===== config.mk =====
export PLATFORM = sky130hd
export DESIGN_NAME = s2_pool_ctrl_flat
export DESIGN_NICKNAME = d
export VERILOG_FILES = /design/src/rtl/s2_pool_ctrl_pkg.sv /design/src/rtl/s2_pool_ctrl_if.sv /design/src/rtl/s2_pool_ctrl_addr_gen.sv /design/src/rtl/s2_pool_ctrl.sv /design/src/flat_wrapper.sv
export SDC_FILE = /design/constraint.sdc
export NUM_CORES = 1
export LEC_CHECK = 0
export CORE_UTILIZATION = 41
export CTS_BUF_LIST = sky130_fd_sc_hd__clkbuf_2
export DETAILED_ROUTE_END_ITERATION = 12
export GPL_TIMING_DRIVEN = 1
export PLACE_DENSITY = 0.72
export SLEW_MARGIN = 20
export SYNTH_ARGS = -nofsm -noshare
export SYNTH_HDL_FRONTEND = slang
export SYNTH_HIERARCHICAL = 1
export SYNTH_SLANG_ARGS = --single-unit

===== constraint.sdc =====
create_clock -name clk -period 3.9 [get_ports clk]
set_input_delay 0.585 -clock clk [delete_from_list [all_inputs] [get_ports clk]]
set_output_delay 0.585 -clock clk [all_outputs]
set_load 0.01 [all_outputs]

===== src/rtl/s2_pool_ctrl_pkg.sv =====
// Shared types and default geometry for the S2 average-pooling sequencer.
// Holds the FP16 word type, the sequencer state enum and derived map sizes.
package pool_pkg;

  typedef logic [15:0] fp16_t;

  typedef enum logic [2:0] {
    IDLE,
    RD_A,
    RD_B,
    RD_C,
    RD_D,
    CAP,
    WR,
    DONE
  } pool_state_e;

  localparam int DEF_IN_W = 28;
  localparam int DEF_IN_H = 28;

  localparam int OUT_W     = DEF_IN_W / 2;
  localparam int OUT_H     = DEF_IN_H / 2;
  localparam int IN_PLANE  = DEF_IN_W * DEF_IN_H;
  localparam int OUT_PLANE = OUT_W * OUT_H;

  function automatic int cntW(input int n);
    return (n > 1) ? $clog2(n) : 1;
  endfunction

endpackage


===== src/rtl/s2_pool_ctrl_if.sv =====
// Bus bundle between the S2 sequencer and its environment.
// master: sequencer side (start/read data/pool result in); slave: environment side.
interface s2_pool_ctrl_if #(
  parameter int DW  = 16,
  parameter int RAW = 13,
  parameter int WAW = 11
);

  logic           start;
  logic           busy;
  logic           done;
  logic           rd_en;
  logic [RAW-1:0] rd_addr;
  logic [DW-1:0]  rd_data;
  logic [DW-1:0]  pool_a;
  logic [DW-1:0]  pool_b;
  logic [DW-1:0]  pool_c;
  logic [DW-1:0]  pool_d;
  logic [DW-1:0]  pool_result;
  logic           wr_en;
  logic [WAW-1:0] wr_addr;
  logic [DW-1:0]  wr_data;

  modport master (
    input  start, rd_data, pool_result,
    output busy, done, rd_en, rd_addr,
    output pool_a, pool_b, pool_c, pool_d,
    output wr_en, wr_addr, wr_data
  );

  modport slave (
    output start, rd_data, pool_result,
    input  busy, done, rd_en, rd_addr,
    input  pool_a, pool_b, pool_c, pool_d,
    input  wr_en, wr_addr, wr_data
  );

endinterface


===== src/rtl/s2_pool_ctrl_addr_gen.sv =====
// Window address generator: col/row/channel counters with incremental bases.
// Ports: clear/step in; addrA..addrD, wrAddr, lastWin out.
module pool_addr_gen
  import pool_pkg::*;
#(
  parameter int IN_W = 28,
  parameter int IN_H = 28,
  parameter int CH   = 6,
  parameter int RAW  = 13,
  parameter int WAW  = 11
) (
  input  logic           clk,
  input  logic           rst_n,
  input  logic           clear,
  input  logic           step,
  output logic [RAW-1:0] addrA,
  output logic [RAW-1:0] addrB,
  output logic [RAW-1:0] addrC,
  output logic [RAW-1:0] addrD,
  output logic [WAW-1:0] wrAddr,
  output logic           lastWin
);

  localparam int HALF_W = IN_W / 2;
  localparam int HALF_H = IN_H / 2;
  localparam int CW = cntW(HALF_W);
  localparam int RW = cntW(HALF_H);
  localparam int HW = cntW(CH);

  logic [CW-1:0]  col;
  logic [RW-1:0]  row;
  logic [HW-1:0]  chn;
  logic [RAW-1:0] chBase;
  logic [RAW-1:0] rowOff;
  logic [RAW-1:0] colOff;
  logic [WAW-1:0] outIdx;
  logic           lastCol;
  logic           lastRow;
  logic           lastCh;

  assign lastCol = (col == CW'(HALF_W - 1));
  assign lastRow = (row == RW'(HALF_H - 1));
  assign lastCh  = (chn == HW'(CH - 1));
  assign lastWin = lastCol && lastRow && lastCh;

  // Top-left word of the window; the other three are fixed offsets.
  assign addrA  = chBase + rowOff + colOff;
  assign addrB  = addrA + RAW'(1);
  assign addrC  = addrA + RAW'(IN_W);
  assign addrD  = addrA + RAW'(IN_W + 1);
  assign wrAddr = outIdx;

  always_ff @(posedge clk or negedge rst_n) begin
    if (!rst_n) begin
      col    <= '0;
      row    <= '0;
      chn    <= '0;
      chBase <= '0;
      rowOff <= '0;
      colOff <= '0;
      outIdx <= '0;
    end else if (clear) begin
      col    <= '0;
      row    <= '0;
      chn    <= '0;
      chBase <= '0;
      rowOff <= '0;
      colOff <= '0;
      outIdx <= '0;
    end else if (step) begin
      outIdx <= outIdx + WAW'(1);
      if (!lastCol) begin
        col    <= col + CW'(1);
        colOff <= colOff + RAW'(2);
      end else begin
        col    <= '0;
        colOff <= '0;
        if (!lastRow) begin
          row    <= row + RW'(1);
          rowOff <= rowOff + RAW'(2 * IN_W);
        end else begin
          row    <= '0;
          rowOff <= '0;
          chn    <= chn + HW'(1);
          chBase <= chBase + RAW'(IN_W * IN_H);
        end
      end
    end
  end

endmodule


===== src/rtl/s2_pool_ctrl.sv =====
// S2 average-pooling sequencer: reads 2x2 windows, feeds AvgPoolUnit, writes result.
// Ports: clk, rst_n, bus (start/busy/done, read port, pool operands, write port).
module s2_pool_ctrl
  import pool_pkg::*;
#(
  parameter int IN_W = 28,
  parameter int IN_H = 28,
  parameter int CH   = 6,
  parameter int DW   = 16,
  parameter int RAW  = 13,
  parameter int WAW  = 11
) (
  input logic            clk,
  input logic            rst_n,
  s2_pool_ctrl_if.master bus
);

  pool_state_e    state;
  logic           armed;
  logic           lastQ;
  logic           busyQ;
  logic           doneQ;
  logic           rdEnQ;
  logic           wrEnQ;
  logic [RAW-1:0] rdAddrQ;
  logic [WAW-1:0] wrAddrQ;
  logic [DW-1:0]  opA;
  logic [DW-1:0]  opB;
  logic [DW-1:0]  opC;
  logic [DW-1:0]  opD;
  logic [RAW-1:0] addrA;
  logic [RAW-1:0] addrB;
  logic [RAW-1:0] addrC;
  logic [RAW-1:0] addrD;
  logic [WAW-1:0] winIdx;
  logic           lastWin;
  logic           clear;
  logic           step;

  assign clear = (state == IDLE) && bus.start && armed;
  // Counters move on during CAP so the next window's A is ready at WR.
  assign step  = (state == CAP) && !lastWin;

  pool_addr_gen #(
    .IN_W(IN_W),
    .IN_H(IN_H),
    .CH  (CH),
    .RAW (RAW),
    .WAW (WAW)
  ) u_addr (
    .clk    (clk),
    .rst_n  (rst_n),
    .clear  (clear),
    .step   (step),
    .addrA  (addrA),
    .addrB  (addrB),
    .addrC  (addrC),
    .addrD  (addrD),
    .wrAddr (winIdx),
    .lastWin(lastWin)
  );

  // Blocks a start that arrives on the first edge after reset release.
  always_ff @(posedge clk or negedge rst_n) begin
    if (!rst_n) armed <= 1'b0;
    else        armed <= 1'b1;
  end

  always_ff @(posedge clk or negedge rst_n) begin
    if (!rst_n) begin
      state   <= IDLE;
      lastQ   <= 1'b0;
      busyQ   <= 1'b0;
      doneQ   <= 1'b0;
      rdEnQ   <= 1'b0;
      wrEnQ   <= 1'b0;
      rdAddrQ <= '0;
      wrAddrQ <= '0;
      opA     <= '0;
      opB     <= '0;
      opC     <= '0;
      opD     <= '0;
    end else begin
      unique case (state)
        IDLE: begin
          if (clear) begin
            state   <= RD_A;
            busyQ   <= 1'b1;
            rdEnQ   <= 1'b1;
            rdAddrQ <= '0;
          end
        end
        RD_A: begin
          state   <= RD_B;
          rdAddrQ <= addrB;
        end
        RD_B: begin
          state   <= RD_C;
          rdAddrQ <= addrC;
          opA     <= bus.rd_data;
        end
        RD_C: begin
          state   <= RD_D;
          rdAddrQ <= addrD;
          opB     <= bus.rd_data;
        end
        RD_D: begin
          state   <= CAP;
          rdEnQ   <= 1'b0;
          rdAddrQ <= '0;
          opC     <= bus.rd_data;
        end
        CAP: begin
          state   <= WR;
          opD     <= bus.rd_data;
          wrEnQ   <= 1'b1;
          wrAddrQ <= winIdx;
          lastQ   <= lastWin;
        end
        WR: begin
          wrEnQ   <= 1'b0;
          wrAddrQ <= '0;
          if (lastQ) begin
            state <= DONE;
            busyQ <= 1'b0;
            doneQ <= 1'b1;
          end else begin
            state   <= RD_A;
            rdEnQ   <= 1'b1;
            rdAddrQ <= addrA;
          end
        end
        DONE: begin
          state <= IDLE;
          doneQ <= 1'b0;
        end
        default: state <= IDLE;
      endcase
    end
  end

  assign bus.busy    = busyQ;
  assign bus.done    = doneQ;
  assign bus.rd_en   = rdEnQ;
  assign bus.rd_addr = rdAddrQ;
  assign bus.pool_a  = opA;
  assign bus.pool_b  = opB;
  assign bus.pool_c  = opC;
  assign bus.pool_d  = opD;
  assign bus.wr_en   = wrEnQ;
  assign bus.wr_addr = wrAddrQ;
  assign bus.wr_data = wrEnQ ? bus.pool_result : '0;

endmodule

===== src/flat_wrapper.sv =====
// flat-port wrapper written by rule: the top's interface ports become plain ports
module s2_pool_ctrl_flat import pool_pkg::*;
#(
  parameter int IN_W = 28,
  parameter int IN_H = 28,
  parameter int CH   = 6,
  parameter int DW   = 16,
  parameter int RAW  = 13,
  parameter int WAW  = 11
)
  (clk, rst_n, bus_start, bus_rd_data, bus_pool_result, bus_busy, bus_done, bus_rd_en, bus_rd_addr, bus_pool_a, bus_pool_b, bus_pool_c, bus_pool_d, bus_wr_en, bus_wr_addr, bus_wr_data);
  s2_pool_ctrl_if #(.DW(DW), .RAW(RAW), .WAW(WAW)) bus_i ();
  input logic clk;
  input logic rst_n;
  input wire logic [$bits(bus_i.start)-1:0] bus_start;
  input wire logic [$bits(bus_i.rd_data)-1:0] bus_rd_data;
  input wire logic [$bits(bus_i.pool_result)-1:0] bus_pool_result;
  output wire logic [$bits(bus_i.busy)-1:0] bus_busy;
  output wire logic [$bits(bus_i.done)-1:0] bus_done;
  output wire logic [$bits(bus_i.rd_en)-1:0] bus_rd_en;
  output wire logic [$bits(bus_i.rd_addr)-1:0] bus_rd_addr;
  output wire logic [$bits(bus_i.pool_a)-1:0] bus_pool_a;
  output wire logic [$bits(bus_i.pool_b)-1:0] bus_pool_b;
  output wire logic [$bits(bus_i.pool_c)-1:0] bus_pool_c;
  output wire logic [$bits(bus_i.pool_d)-1:0] bus_pool_d;
  output wire logic [$bits(bus_i.wr_en)-1:0] bus_wr_en;
  output wire logic [$bits(bus_i.wr_addr)-1:0] bus_wr_addr;
  output wire logic [$bits(bus_i.wr_data)-1:0] bus_wr_data;
  assign bus_i.start = bus_start;
  assign bus_i.rd_data = bus_rd_data;
  assign bus_i.pool_result = bus_pool_result;
  assign bus_busy = bus_i.busy;
  assign bus_done = bus_i.done;
  assign bus_rd_en = bus_i.rd_en;
  assign bus_rd_addr = bus_i.rd_addr;
  assign bus_pool_a = bus_i.pool_a;
  assign bus_pool_b = bus_i.pool_b;
  assign bus_pool_c = bus_i.pool_c;
  assign bus_pool_d = bus_i.pool_d;
  assign bus_wr_en = bus_i.wr_en;
  assign bus_wr_addr = bus_i.wr_addr;
  assign bus_wr_data = bus_i.wr_data;
  s2_pool_ctrl #(.IN_W(IN_W), .IN_H(IN_H), .CH(CH), .DW(DW), .RAW(RAW), .WAW(WAW)) u_core (.clk(clk), .rst_n(rst_n), .bus(bus_i));
endmodule

==> flow_summary.yaml <==
sta:
  whs_ns: 0.3877
  relSlewSlack_pct: 24.70
  rsz0062_at_grt: "false"
  worst_slew_pin_slew_ns: 1.115
  fin_skew_ns: 0.05053
  fmax_mhz: 282.9
  min_period_ns: 3.534
  fin_crit_sh_pct: 90.63
  maxSlewViolCount: 0
  tns_ns: 0
  hold_viol: 0
  finalSetupViolations: 0
setup_path:
  crit_path_end_kind: "flop"
  cp_data_arrival_time_ns: 4.20
  crit_type: "flop to flop"
  cp_slowest_cell: "dfrtp_1"
  critPathMaxFanout: 6
  cp-start-kind: "flop"
  cpPeakStageDelay_ns: 0.50
  cp_data_required_time_ns: 4.57
  path_cells: "fa_1 -> ha_1 -> nand3_1 -> o211ai_1 -> o41ai_4 -> xnor2_2 -> and4_4 -> nand3_4 -> xnor2_1 -> nor2b_1 -> a32oi_1 -> o21ai_1 -> a22o_1"
global_routing:
  track_usage_pct: 18.38
  grt_pass1_wl_um: 29210
  gr-total-overflow: 0
  grt_max_degree: 109
  antenna_found_initial: 0
  first_global_vias: 5778
floorplanning:
  core_area_um2: 19460
  die_x_um: 142.9
  rows: 51
  start_util_pct: 41.84
  dieArea_um2: 20430
  num_io_pins: 143
  die_y_um: 142.9
routing:
  via_count: 5974
  wl_per_cell_um: 15.38
  drc_errors: 0
  vias_per_cell: 5.119
  drt-total-wl_um: 17940
  drtIter0Drc: 389
  drtAntennaViolNets: 0
  first_pass_iters: 5
synthesis:
  ys_types: 77
  synth_commonest_cells: "dfrtp_1 (150), nand2_1 (98), nor2_1 (40), o21ai_0 (37), xor2_1 (35)"
  yosys-top-cells-area: "dfrtp_1 (46%), mux2_1 (4.6%), nand2_1 (4.5%)"
  synth.avg_cell_area_um2: 10.83
  synth-main-ff-cell: "dfrtp_1"
  syn-cell-area_um2: 8143
  yosys.area.top_type: "dfrtp_1"
  yosysSeqAreaShare_pct: 46.10
  synth_cells: 752
  synth_top_area_share_pct: 46.10
  synth-seq-cells: 150
  ys_warn_count: 6
  ys_async_sr_fraction_pct: 100.0
  synth_edf_count: 0
  yosysMostFrequentCell: "dfrtp_1"
cts:
  cts_root_buffer: "clkbuf_2"
  cts.sinks: 150
  cts_buffers: 17
  clk_latency_ns: 0.77
  clk_pin_slew_ns: 0.28
  cts_tree: "built"
  cts_resized: 0
  cts_max_level: 4
  cts_max_path_buffers: 2
pwr:
  total_power_uw: 2665
  power.density_nw_per_um2: 267.0
  p_leak_uw: 0.004546
  peakVddDrop_uv: 206.9
placed_design:
  port_buffers: 142
  place.gp.congestion: 0.8313
  place_inst: 1134
  hpwlAfterDp_um: 13110
finish:
  area_delta_synth_final_pct: 22.56
  register_area_um2: 3754
  drive_gt1_share_pct: 10.98
  diodes: 0
  finalNonFillerCells: 1167
  fillerInstances: 1750
  multi_input_area_um2: 4075
  final_nets: 958
worst_hold_path:
  min_path_type: "input pin to flop"
run_status:
  status: "completed"
run:
  maxCapViolCount: 0
-- cells in the final DEF, fill, tap and decap left out, types with 14 or more instances in the layout --
cell type	synthesis	routed
and2_1	23	23
clkdlybuf4s50_1	0	141
dfrtp_1	150	150
o21ai_1	14	14
clkbuf_2	1	17
inv_1	17	17
o21ai_0	37	37
nor2b_1	14	14
xor2_1	35	35
a22o_1	23	23
xnor2_1	22	22
nand2_1	98	98
mux2_1	33	33
nor2_1	40	40
ha_1	25	25
-- worst paths after layout --
path / startpoint / end / slack [ns] / cells after the start
min reg2reg: u_core/bus.pool_d[13] / u_core/bus.pool_d[13] / 0.51 / 2
max: u_core/u_addr/chBase[5] / u_core/bus.rd_addr[12] / 0.37 / 13
min in group asynchronous: rst_n / u_core/bus.pool_b[12] / 0.45 / 2
min: bus_rd_data[12] / u_core/bus.pool_d[12] / 0.39 / 3
max in group asynchronous: rst_n / u_core/state[1] / 2.48 / 3
max reg2reg: u_core/u_addr/chBase[5] / u_core/bus.rd_addr[12] / 0.37 / 13
-- critical path, delay by kind of cell, from the launching register on --
kind,cells,cell delay (ns)
AOI/OAI and AO/OA,5,0.93
adders and majority gates,2,0.93
and+or+nand+nor,4,0.75
xor gates and xnor gates,2,0.36
DFF,1,0.50
-- cells by family after synthesis --
family	count (synthesis)	synth area share, %
buffers and inverters	62	4.195
xor gates and xnor gates	65	7.867
other	3	0.1383
DFF	150	46.10
and+or+nand+nor	237	14.32
muxes	55	7.960
adders and majority gates	34	6.054
AOI/OAI and AO/OA	146	13.37
-- repair_timing --
| action | 4_1_cts | 5_1_grt |
|---|---|---|
| hold buffers | 1 | 0 |
| setup buffers | 0 | 0 |
| hold endpoints to repair | 106 | 0 |
-- state kept, by name, indices dropped and copies added (netlist names), 3 cells and up --
register and flops:
u_core/u_addr/colOff 12, u_core/bus.pool_d 16, u_core/bus.pool_a 16, u_core/state 3, u_core/u_addr/row 4, u_core/u_addr/chBase 9
u_core/bus.wr_addr 11, u_core/u_addr/chn 3, u_core/bus.rd_addr 13, u_core/bus.pool_b 16, u_core/u_addr/col 4, u_core/u_addr/rowOff 10
u_core/u_addr/wrAddr 11, u_core/bus.pool_c 16
-- power by group --
group | switching [uW] | internal [uW]
Sequential | 18.1 | 1590
Clock | 636 | 194
Combinational | 99.5 | 123
Total | 753 | 1910
-- layout make-up --
class	count	share of cell area (%)
clock buffers	17	0.8526
repair buffers	156	15.33
clock inverters	15	1.367
multi-input cells	546	40.84
inverters	18	0.6770
well taps	265	3.322
flip-flops and latches	150	37.61
-- metrics by stage --
| step | utilization (%) | area [um^2] | setup slack, ns |
|---|---|---|---|
| after CTS | 51.28 | 9980 | 0.3756 |
| final | 51.28 | 9980 | 0.3655 |
| after floorplan | - | 8165 | 0.6052 |
| after global placement | 50.09 | 9748 | 0.4361 |
| after global routing | 51.28 | 9980 | 0.1836 |
| after detailed placement | 50.09 | 9748 | 0.3820 |
-- routing by layer --
layer,GRT usage [%],vias to the layer above,wire length (um)
li1,-,2862,-
met1,23.98,2946,8288
met2,30.78,142,8561
met3,3.521,24,805
met4,5.603,0,289
met5,0,-,0
Power figures use the tool's default switching activity.
